[src/rtl/tetris_pkg.sv]
// Shared types and keycode decode helpers for the Tetris input stage.
package tetris_pkg;

    typedef enum logic [2:0] {
        NONE  = 3'd0,
        LEFT  = 3'd1,
        RIGHT = 3'd2,
        DROP  = 3'd3,
        ROT   = 3'd4,
        HARD  = 3'd5
    } action_t;

    typedef enum logic [1:0] {
        IDLE   = 2'd0,
        DELAY  = 2'd1,
        REPEAT = 2'd2,
        HOLD   = 2'd3
    } state_t;

    localparam logic [7:0] KEY_A     = 8'h04;
    localparam logic [7:0] KEY_D     = 8'h07;
    localparam logic [7:0] KEY_S     = 8'h16;
    localparam logic [7:0] KEY_W     = 8'h1A;
    localparam logic [7:0] KEY_SPACE = 8'h2C;

    function automatic action_t decode_key(input logic [7:0] key);
        case (key)
            KEY_A:     return LEFT;
            KEY_D:     return RIGHT;
            KEY_S:     return DROP;
            KEY_W:     return ROT;
            KEY_SPACE: return HARD;
            default:   return NONE;
        endcase
    endfunction

    // One-hot pulse vector: {hard, rotate, soft_drop, right, left}.
    function automatic logic [4:0] pulse_mask(input action_t act);
        case (act)
            LEFT:    return 5'b00001;
            RIGHT:   return 5'b00010;
            DROP:    return 5'b00100;
            ROT:     return 5'b01000;
            HARD:    return 5'b10000;
            default: return 5'b00000;
        endcase
    endfunction

    function automatic state_t entry_state(input action_t act);
        case (act)
            LEFT, RIGHT: return DELAY;
            DROP:        return REPEAT;
            ROT, HARD:   return HOLD;
            default:     return IDLE;
        endcase
    endfunction

endpackage

[src/rtl/frame_tick_sync.sv]
// Synchronises the frame_clk level into Clk and emits one-cycle rising-edge ticks.
module frame_tick_sync (
    input  logic Clk,
    input  logic Reset,
    input  logic frame_clk,
    output logic frame_tick
);

    logic sync1_q;
    logic sync2_q;
    logic edge_q;

    always_ff @(posedge Clk) begin
        if (Reset) begin
            sync1_q <= 1'b0;
            sync2_q <= 1'b0;
            edge_q  <= 1'b0;
        end else begin
            sync1_q <= frame_clk;
            sync2_q <= sync1_q;
            edge_q  <= sync2_q;
        end
    end

    assign frame_tick = sync2_q & ~edge_q;

endmodule

[src/rtl/key_action_gen.sv]
// Converts a held USB keycode into one-cycle game action pulses with DAS/ARR
// repeat for left/right, fixed-rate repeat for soft drop, single-shot otherwise.
module key_action_gen
    import tetris_pkg::*;
#(
    parameter int DAS_FRAMES  = 10,
    parameter int ARR_FRAMES  = 3,
    parameter int DROP_FRAMES = 2
) (
    input  logic       Clk,
    input  logic       Reset,
    input  logic       frame_clk,
    input  logic [7:0] keycode,
    output logic       move_left,
    output logic       move_right,
    output logic       soft_drop,
    output logic       rotate,
    output logic       hard_drop,
    output logic       held
);

    localparam logic [5:0] DAS_L  = 6'(DAS_FRAMES);
    localparam logic [5:0] ARR_L  = 6'(ARR_FRAMES);
    localparam logic [5:0] DROP_L = 6'(DROP_FRAMES);

    logic       frame_tick;
    logic [7:0] key_q;
    action_t    key_act;
    state_t     state_q;
    action_t    cur_act_q;
    logic [5:0] cnt_q;
    logic [5:0] cnt_inc;
    logic [5:0] period;
    logic [4:0] pulse_q;
    logic       held_q;

    frame_tick_sync u_frame_tick_sync (
        .Clk        (Clk),
        .Reset      (Reset),
        .frame_clk  (frame_clk),
        .frame_tick (frame_tick)
    );

    always_ff @(posedge Clk) begin
        if (Reset) begin
            key_q <= 8'h00;
        end else begin
            key_q <= keycode;
        end
    end

    assign key_act = decode_key(key_q);
    assign cnt_inc = cnt_q + 6'd1;
    assign period  = (cur_act_q == DROP) ? DROP_L : ARR_L;

    // Release and new press take priority over a same-cycle frame tick.
    always_ff @(posedge Clk) begin
        if (Reset) begin
            state_q   <= IDLE;
            cur_act_q <= NONE;
            cnt_q     <= 6'd0;
            pulse_q   <= 5'b00000;
            held_q    <= 1'b0;
        end else begin
            pulse_q <= 5'b00000;
            if (key_act == NONE) begin
                state_q   <= IDLE;
                cur_act_q <= NONE;
                cnt_q     <= 6'd0;
                held_q    <= 1'b0;
            end else if (key_act != cur_act_q) begin
                pulse_q   <= pulse_mask(key_act);
                cur_act_q <= key_act;
                cnt_q     <= 6'd0;
                state_q   <= entry_state(key_act);
                held_q    <= 1'b1;
            end else if (frame_tick) begin
                case (state_q)
                    DELAY: begin
                        if (cnt_inc == DAS_L) begin
                            pulse_q <= pulse_mask(cur_act_q);
                            cnt_q   <= 6'd0;
                            state_q <= REPEAT;
                        end else begin
                            cnt_q <= cnt_inc;
                        end
                    end
                    REPEAT: begin
                        if (cnt_inc == period) begin
                            pulse_q <= pulse_mask(cur_act_q);
                            cnt_q   <= 6'd0;
                        end else begin
                            cnt_q <= cnt_inc;
                        end
                    end
                    default: ;
                endcase
            end
        end
    end

    assign move_left  = pulse_q[0];
    assign move_right = pulse_q[1];
    assign soft_drop  = pulse_q[2];
    assign rotate     = pulse_q[3];
    assign hard_drop  = pulse_q[4];
    assign held       = held_q;

endmodule
[config.mk]
export PLATFORM = sky130hd
export DESIGN_NAME = key_action_gen
export DESIGN_NICKNAME = d
export VERILOG_FILES = /design/src/rtl/tetris_pkg.sv /design/src/rtl/frame_tick_sync.sv /design/src/rtl/key_action_gen.sv
export SDC_FILE = /design/constraint.sdc
export NUM_CORES = 1
export LEC_CHECK = 0
export CAP_MARGIN = 20
export CORE_ASPECT_RATIO = 0.9
export CORE_MARGIN = 4
export CORE_UTILIZATION = 49
export DETAILED_ROUTE_END_ITERATION = 6
export PLACE_DENSITY = 0.74
export SYNTH_ARGS = -nofsm -noshare
export SYNTH_HDL_FRONTEND = slang
export SYNTH_SLANG_ARGS = --single-unit
[constraint.sdc]
create_clock -name Clk -period 1.9 [get_ports Clk]
set_input_delay 0.38 -clock Clk [delete_from_list [all_inputs] [get_ports Clk]]
set_output_delay 0.38 -clock Clk [all_outputs]
set_load 0.05 [all_outputs]
==> impl_summary.log, run 1 <==
[metrics] Routed WL: 3010 um
[metrics] Die ar.: 3860 um2
[metrics] final worst slack: 0.0705 ns
[metrics] post-synthesis average cell area: 9.09 um2
[metrics] hold_ws: 0.449 ns
[metrics] DR WL/cell: 13.4 um
[metrics] Final Hold Viols: 0
[metrics] total number of yosys warnings: 0
[metrics] met2 routed wirelength: 1590 um
[metrics] family with the most delay on the worst path: buffers and inverters
[metrics] maximum clock insertion buffer count: 2
[metrics] total grt overflow: 0
[metrics] number of I/O port buffers: 16
[metrics] H-tree levels: 1
[metrics] highest fanout seen on the critical path: 1
[metrics] clock tree from TritonCTS: yes
[metrics] number of DRC violations after detailed-routing iteration 0: 95
[metrics] number of global-route vias before repair: 1143
[metrics] CTS Sinks: 28
[metrics] count of final max-slew check failures: 0
[metrics] number of hold buffers added after CTS: 0
[metrics] internal power component: 0.765 mW
[metrics] part of the total power dissipated in combinational logic: 8.3%
[metrics] run status: finished, final reports clean
[metrics] M1 wire length: 1270 um
[metrics] highest-delay cell along the critical path: clkdlybuf4s50_1
[metrics] power per standard cell area: 538 nW/um2
[metrics] CP arrival: 1.45 ns
[metrics] number of flip-flops and latches in the synthesized netlist: 28
[metrics] number of nets in the synthesized netlist: 173
[metrics] latest clock arrival within the worst-skew pair: 0.32 ns
[metrics] max-cap check violation count: 0
[metrics] peak ir drop on the vdd network: 0.000516 V
[metrics] sort of element at the start of the critical path: register
[metrics] via count: 1202
[metrics] Core Footprint: 2770 um2
[metrics] clock transition at the registers of the reported paths: 0.14 ns
[metrics] actual slew at the worst max-slew pin: 0.513 ns
[metrics] clock root cell: clkbuf_4
[metrics] Chip Height: 59.4 um
[metrics] overall track demand over capacity in global routing: 15.7%
[metrics] Antenna Violating Nets Remaining: 0
[metrics] drt pass-1 iters: 4
[metrics] count of buffering cells on the critical path with inverters included: 1
[metrics] commonest non-fill, non-tap cell in the layout: dfxtp_1
[metrics] number of antenna violations at the first check in global routing: 0
[metrics] count of distinct cell types in the synthesized netlist: 49
[metrics] HPWL Detailed: 2180 um
[metrics] number of buffers created by CTS: 3
[metrics] switching pwr: 0.213 mW
[metrics] count of flip-flops with a built-in enable after synthesis: 0
[metrics] Clock Power Share: 29.1%
[metrics] type of the tightest min-delay check: register to register
[metrics] CP Data Required Time: 1.52 ns
[metrics] leak pwr: 0.691 nW
[metrics] combined area of all synthesized cells: 1440 um2
[metrics] met3 WL post-DR: 126 um
[metrics] final critical delay including setup and external delays: 1.83 ns
[metrics] uppermost layer routed: met4
[metrics] Flop pwr share: 62.6%
[metrics] maximum achievable frequency: 547 MHz
[metrics] final number of setup-violating endpoints: 0
[metrics] portion of the clock cycle consumed by the worst path in the final layout: 96.3%
[metrics] antenna diode instance count: 0
[metrics] global-route wire length before repair: 4740 um
[metrics] CP Class: register to primary output
[metrics] std cell rows: 18
[metrics] layout cells sized above 1: 20.7%
[metrics] Finished Core Util: 65.7%
[metrics] Top-Level Pins: 17
[metrics] nets@finish: 200
[metrics] highest-count cells in the layout ignoring fill and taps: dfxtp_1, nor2_1, clkdlybuf4s50_1
[metrics] worst slew margin relative to its limit: 65.8%
[metrics] critical path capture point type: primary output
[metrics] final weighted congestion in routability-driven placement: 0.859
[metrics] Initial Utilization: 51.9%
[metrics] async set-reset flop share out of synthesis: 0%
[metrics] proportion of synthesized chip area in sequential cells: 39.0%
[metrics] DP Worst Slack: -0.00106 ns
[metrics] Synth Instances: 158
[metrics] highest cell delay on the worst timing path: 0.79 ns
[metrics] die extent in x: 65.1 um
[metrics] pin count of the biggest net entering global routing: 16
[metrics] worst-path cell chain: clkdlybuf4s50_1
[metrics] most frequently used flop master after synthesis: dfxtp_1
[metrics] switching fraction of total power: 21.8%
[metrics] number of DRC violations after detailed routing: 0
[metrics] clock tree skew after final layout: 0.00240 ns
[metrics] Layout area overhead: 26.7%
[metrics] post-DR vias/cell: 5.37
## metrics by stage
| step | power, mW | instances | cell area [um2] | TNS, ns |
|---|---|---|---|---|
| 2_1_floorplan | 0.668 | 158 | 1440 | 0 |
| 3_3_place_gp | 0.699 | 219 | 1680 | 0 |
| 3_5_place_dp | 0.702 | 219 | 1680 | -0.00106 |
| 4_1_cts | 0.990 | 223 | 1730 | 0 |
| 5_1_grt | 1.02 | 224 | 1820 | -0.0460 |
| 6_report | 0.978 | 224 | 1820 | 0 |
## flip-flops by register name, summed over array words and instances, names as in the netlist
name                       flops
key_q                          8
cnt_q                          6
pulse_q                        5
cur_act_q                      3
state_q                        2
held                           1
u_frame_tick_sync.edge_q       1
u_frame_tick_sync.sync1_q      1
u_frame_tick_sync.sync2_q      1
## cell type report
type                       instances  area (um2)
tap                               40        50.0
timing repair buffer              28         253
inverter                           7        26.3
fill                             249         951
multi-input combinational        117         886
sequential                        28         568
clock buffer                       4        36.3
## cells in the mapped netlist, types with 2 or more instances
| cell | number | area, um2 |
|---|---|---|
| o21ai_1 | 2 | 10.0 |
| nand2b_1 | 2 | 12.5 |
| nand3b_1 | 2 | 15.0 |
| and2_1 | 2 | 12.5 |
| ha_1 | 4 | 50.1 |
| and3_1 | 5 | 31.3 |
| nor2b_1 | 13 | 81.3 |
| nand4_1 | 5 | 31.3 |
| nor2_1 | 15 | 56.3 |
| nor3_1 | 3 | 15.0 |
| buf_6 | 3 | 33.8 |
| nor4b_1 | 3 | 26.3 |
| dfxtp_1 | 28 | 561 |
| inv_1 | 7 | 26.3 |
| nand2_1 | 8 | 30.0 |
| xnor2_1 | 4 | 35.0 |
| a21oi_1 | 7 | 35.0 |
| nand3_1 | 4 | 20.0 |
| nor3b_1 | 4 | 30.0 |
| o21a_1 | 2 | 15.0 |
| xor2_1 | 7 | 61.3 |
## per-layer routing
metal | up-vias | global-route usage [%]
li1 | 603 | -
met1 | 565 | 17.6
met2 | 32 | 29.7
met3 | 2 | 4.17
met4 | 0 | 3.85
met5 | - | 0
## worst paths after layout
kind	startpoint	end	slack (ns)	cells past startpoint
hold / removal	held	held	0.45	2
setup reg to reg	cnt_q[0]	pulse_q[0]	0.08	6
setup / recovery	pulse_q[3]	rotate	0.07	1
hold reg to reg	held	held	0.45	2
## timing repair
item                                    CTS  global route
endpoints found under the setup margin    3            14
resized for setup                         3            17
pin swaps                                 0             2
setup buffers                             0             1
## power groups by stage
| stage | combinational [mW] | sequential (mW) | clock (mW) |
|---|---|---|---|
| detailed placement | 0.0770 | 0.625 | 0 |
| CTS | 0.0775 | 0.612 | 0.300 |
| floorplan | 0.0481 | 0.620 | 0 |
| finish | 0.0814 | 0.612 | 0.285 |
| global route | 0.0880 | 0.614 | 0.314 |
| global placement | 0.0752 | 0.624 | 0 |
## logic make-up (layout without fill, tap and decap cells)
group	Yosys count	after routing	share of synthesized area, %
DFF	28	28	39.0
muxes	1	1	0.697
buffers and inverters	13	39	5.05
AOI/OAI and AO/OA	27	27	14.3
adders and majority gates	4	4	3.48
and+or+nand+nor	74	74	30.7
xor gates and xnor gates	11	11	6.71
No activity file was read; power rests on OpenSTA's default activity.
==> inputs of run 2 (changes only) <==
Settings changed: CORE_UTILIZATION 49 to 50, MAX_ROUTING_LAYER set to met4, PLACE_DENSITY 0.74 to 0.75, SYNTH_HIERARCHICAL set to 1.
==> run 2 against run 1 <==
Compared with the run above:
- clock skew grew 0.0047 ns
- synthesized area grew 5.7%
- cell area grew 20%
- largest power group unchanged
- the run now ends with negative setup slack left
- via count grew 23%
- count of clock-buffer cells in the layout is the same
- register-to-register slack lost 0.28 ns
- sequential power shrank 0.8%
==> impl_summary.log, run 2 <==
[metrics] DP Worst Slack: -0.308 ns
[metrics] Crit Reg-Reg Startpoint: key_q[7]
[metrics] part of the total power dissipated in combinational logic: 12.8%
[metrics] Antenna Violating Nets Remaining: 0
[metrics] DR WL/cell: 15.4 um
[metrics] H-tree levels: 1
[metrics] CP Class: register to register
[metrics] cell accounting for the most synthesized area: dfxtp_1
[metrics] end of the worst register-to-register path: pulse_q[3]
[metrics] Die ar.: 3980 um2
[metrics] post-DR vias/cell: 5.71
[metrics] CTS Sinks: 28
[metrics] number of antenna violations at the first check in global routing: 0
[metrics] Routed WL: 3990 um
[metrics] CP arrival: 2.30 ns
[metrics] number of nets in the synthesized netlist: 180
[metrics] number of DRC violations after detailed routing: 0
[metrics] type of the tightest min-delay check: register to register
[metrics] worst hold path startpoint: u_frame_tick_sync/sync1_q
[metrics] most frequent cells after synthesis: dfxtp_1, nand2_1, nor2b_1
[metrics] layout cells sized above 1: 37.4%
[metrics] unrepaired setup endpoints after global routing: true
[metrics] worst hold path depth: 1
[metrics] fraction of synthesized cell area taken by the top area cell type: 36.9%
[metrics] latest clock arrival within the worst-skew pair: 0.33 ns
[metrics] final critical delay including setup and external delays: 2.10 ns
[metrics] switching fraction of total power: 23.2%
[metrics] Fillers: 173
[metrics] proportion of synthesized chip area in sequential cells: 36.9%
[metrics] Core Footprint: 2820 um2
[metrics] number of I/O port buffers: 16
[metrics] count of final max-slew check failures: 0
[metrics] internal power component: 0.787 mW
[metrics] maximum clock insertion buffer count: 2
[metrics] portion of the clock cycle consumed by the worst path in the final layout: 110%
[metrics] total number of yosys warnings: 6
[metrics] clock root cell: clkbuf_4
[metrics] count of flip-flops with a built-in enable after synthesis: 0
[metrics] Worst Reg2Reg Path Length in Cells: 7
[metrics] Chip Height: 60.3 um
[metrics] most instantiated library cell after synthesis: dfxtp_1
[metrics] leak pwr: 0.875 nW
[metrics] registers with the most flip-flops: key_q x8, cnt_q x6, pulse_q x5
[metrics] max-cap check violation count: 0
[metrics] Final Hold Viols: 0
[metrics] number of global-route vias before repair: 1396
[metrics] Top-Level Pins: 17
[metrics] maximum achievable frequency: 477 MHz
[metrics] highest-count cells in the layout ignoring fill and taps: buf_4, dfxtp_1, nor2b_1, nand2_1, clkdlybuf4s50_1
[metrics] commonest non-fill, non-tap cell in the layout: buf_4
[metrics] run status: finished with violations
[metrics] Synth Instances: 165
[metrics] sort of element at the start of the critical path: register
[metrics] Initial Utilization: 53.9%
[metrics] number of buffers created by CTS: 3
[metrics] Flop pwr share: 59.2%
[metrics] Layout area overhead: 44.1%
[metrics] switching pwr: 0.238 mW
[metrics] capture endpoint of the worst hold path: u_frame_tick_sync/sync2_q
[metrics] via count: 1479
[metrics] most frequently used flop master after synthesis: dfxtp_1
[metrics] clock tree from TritonCTS: yes
[metrics] post-synthesis average cell area: 9.20 um2
[metrics] die extent in x: 66.1 um
[metrics] placed insts: 251
[metrics] failing checks: negative setup slack
[metrics] HPWL Detailed: 2750 um
[metrics] count of distinct cell types in the synthesized netlist: 50
[metrics] Largest register FFs: 8
[metrics] async set-reset flop share out of synthesis: 0%
[metrics] nets@finish: 235
[metrics] global-route wire length before repair: 6350 um
[metrics] critical path capture point type: register
[metrics] number of hold buffers added after CTS: 0
[metrics] final worst slack: -0.198 ns
[metrics] total grt overflow: 0
[metrics] Reg with most FFs: key_q
[metrics] peak ir drop on the vdd network: 0.000541 V
[metrics] number of flip-flops and latches in the synthesized netlist: 28
[metrics] combined area of all synthesized cells: 1520 um2
[metrics] antenna diode instance count: 0
[metrics] number of DRC violations after detailed-routing iteration 0: 87
[metrics] clock tree skew after final layout: 0.00712 ns
[metrics] final number of setup-violating endpoints: 11
[metrics] clock transition at the registers of the reported paths: 0.14 ns
[metrics] highest fanout seen on the critical path: 9
[metrics] Clock Power Share: 28.1%
[metrics] pin count of the biggest net entering global routing: 16
[metrics] register-to-register setup slack: -0.20 ns
[metrics] drt pass-1 iters: 4
[metrics] TNS Setup: -0.906 ns
[metrics] final weighted congestion in routability-driven placement: 0.853
[metrics] std cell rows: 18
[metrics] overall track demand over capacity in global routing: 21.4%
[metrics] CP Data Required Time: 2.10 ns
[metrics] non-filler cells, final: 259
[metrics] power per standard cell area: 469 nW/um2
[metrics] worst slew margin relative to its limit: 57.3%
[metrics] actual slew at the worst max-slew pin: 0.633 ns
[metrics] cell types with the largest area share after synthesis: dfxtp_1, nor2b_1, nand2_1
==> run 2: cell types whose count changed after synthesis, sizes merged, moves of 4 or more <==
cell	delta
o21ai	+4
nand2	+8
nor4b	-4
nor3	+5
nor2	-7
mux2i	+4
==> run 2: cell families (layout without fill, tap and decap cells) <==
| family | count (synthesis) | in the layout | synth area share [%] |
|---|---|---|---|
| xor+xnor | 10 | 10 | 6.27 |
| flops | 28 | 28 | 36.9 |
| buf+inv | 15 | 67 | 5.36 |
| fa+ha+maj | 4 | 4 | 3.30 |
| compound gates | 26 | 27 | 13.6 |
| simple gates | 76 | 77 | 30.5 |
| mux | 6 | 6 | 4.04 |
==> run 2: cell type report <==
type / instances / area [um2] / area share (%)
multi-input combinational: 124 / 1010 / 46.4
sequential: 28 / 572 / 26.1
timing repair buffer: 56 / 488 / 22.3
tap: 40 / 50.0 / 2.29
clock buffer: 4 / 36.3 / 1.66
inverter: 7 / 26.3 / 1.20
==> run 2: worst max path at each step <==
stage / start / end / slack, ns / cells after the start
after floorplan: key_q[7] / state_q[1] / -0.05 / 7
after global placement: Reset / pulse_q[1] / -0.21 / 6
after detailed placement: Reset / pulse_q[4] / -0.31 / 6
after CTS: cnt_q[1] / pulse_q[3] / -0.19 / 8
after global routing: cnt_q[1] / pulse_q[3] / -0.28 / 8
final: key_q[7] / pulse_q[3] / -0.20 / 7
==> run 2: stage by stage <==
step / hold WS [ns] / total power [mW] / utilization, % / instance area, um2
6_report: 0.473 / 1.03 / 77.7 / 2190
2_1_floorplan: 0.414 / 0.681 / - / 1550
4_1_cts: 0.473 / 1.03 / 75.7 / 2130
5_1_grt: 0.490 / 1.07 / 77.7 / 2190
3_3_place_gp: 0.426 / 0.734 / 71.1 / 2000
3_5_place_dp: 0.437 / 0.739 / 71.1 / 2000
==> run 2: timing repair <==
action / 4_1_cts / 5_1_grt
pin swaps: 7 / 7
endpoints found under the setup margin: 13 / 16
resized for setup: 18 / 11
cloned: 1 / 1
setup buffers: 3 / 0
==> run 2: power by group through the flow <==
| stage | Clock, mW | Combinational, mW | Sequential (mW) |
|---|---|---|---|
| global placement | 0 | 0.113 | 0.621 |
| CTS | 0.297 | 0.124 | 0.608 |
| finish | 0.288 | 0.131 | 0.607 |
| detailed placement | 0 | 0.117 | 0.621 |
| floorplan | 0 | 0.0607 | 0.621 |
| global route | 0.320 | 0.138 | 0.609 |
==> run 2: per-layer routing <==
layer | up-vias | routed length, um | GRT usage, %
li1 | 695 | - | -
met1 | 687 | 1550 | 23.7
met2 | 81 | 1980 | 37.7
met3 | 16 | 345 | 5.45
met4 | 0 | 115 | 6.96
met5 | - | 0 | -
==> run 2: critical path: stages, from the launching register on <==
cell and delay, ns:
dfxtp_2 0.35, nor3b_2 0.24, and3_1 0.19, buf_4 0.17, o21ai_0 0.16, xnor2_1 0.16, o311ai_0 0.55, o31ai_2 0.16
==> inputs of run 3 (changes only) <==
Settings changed: CAP_MARGIN 20 to unset.
==> results of run 3 <==
The final DEF is identical to that of run 2; final timing and power are the same.
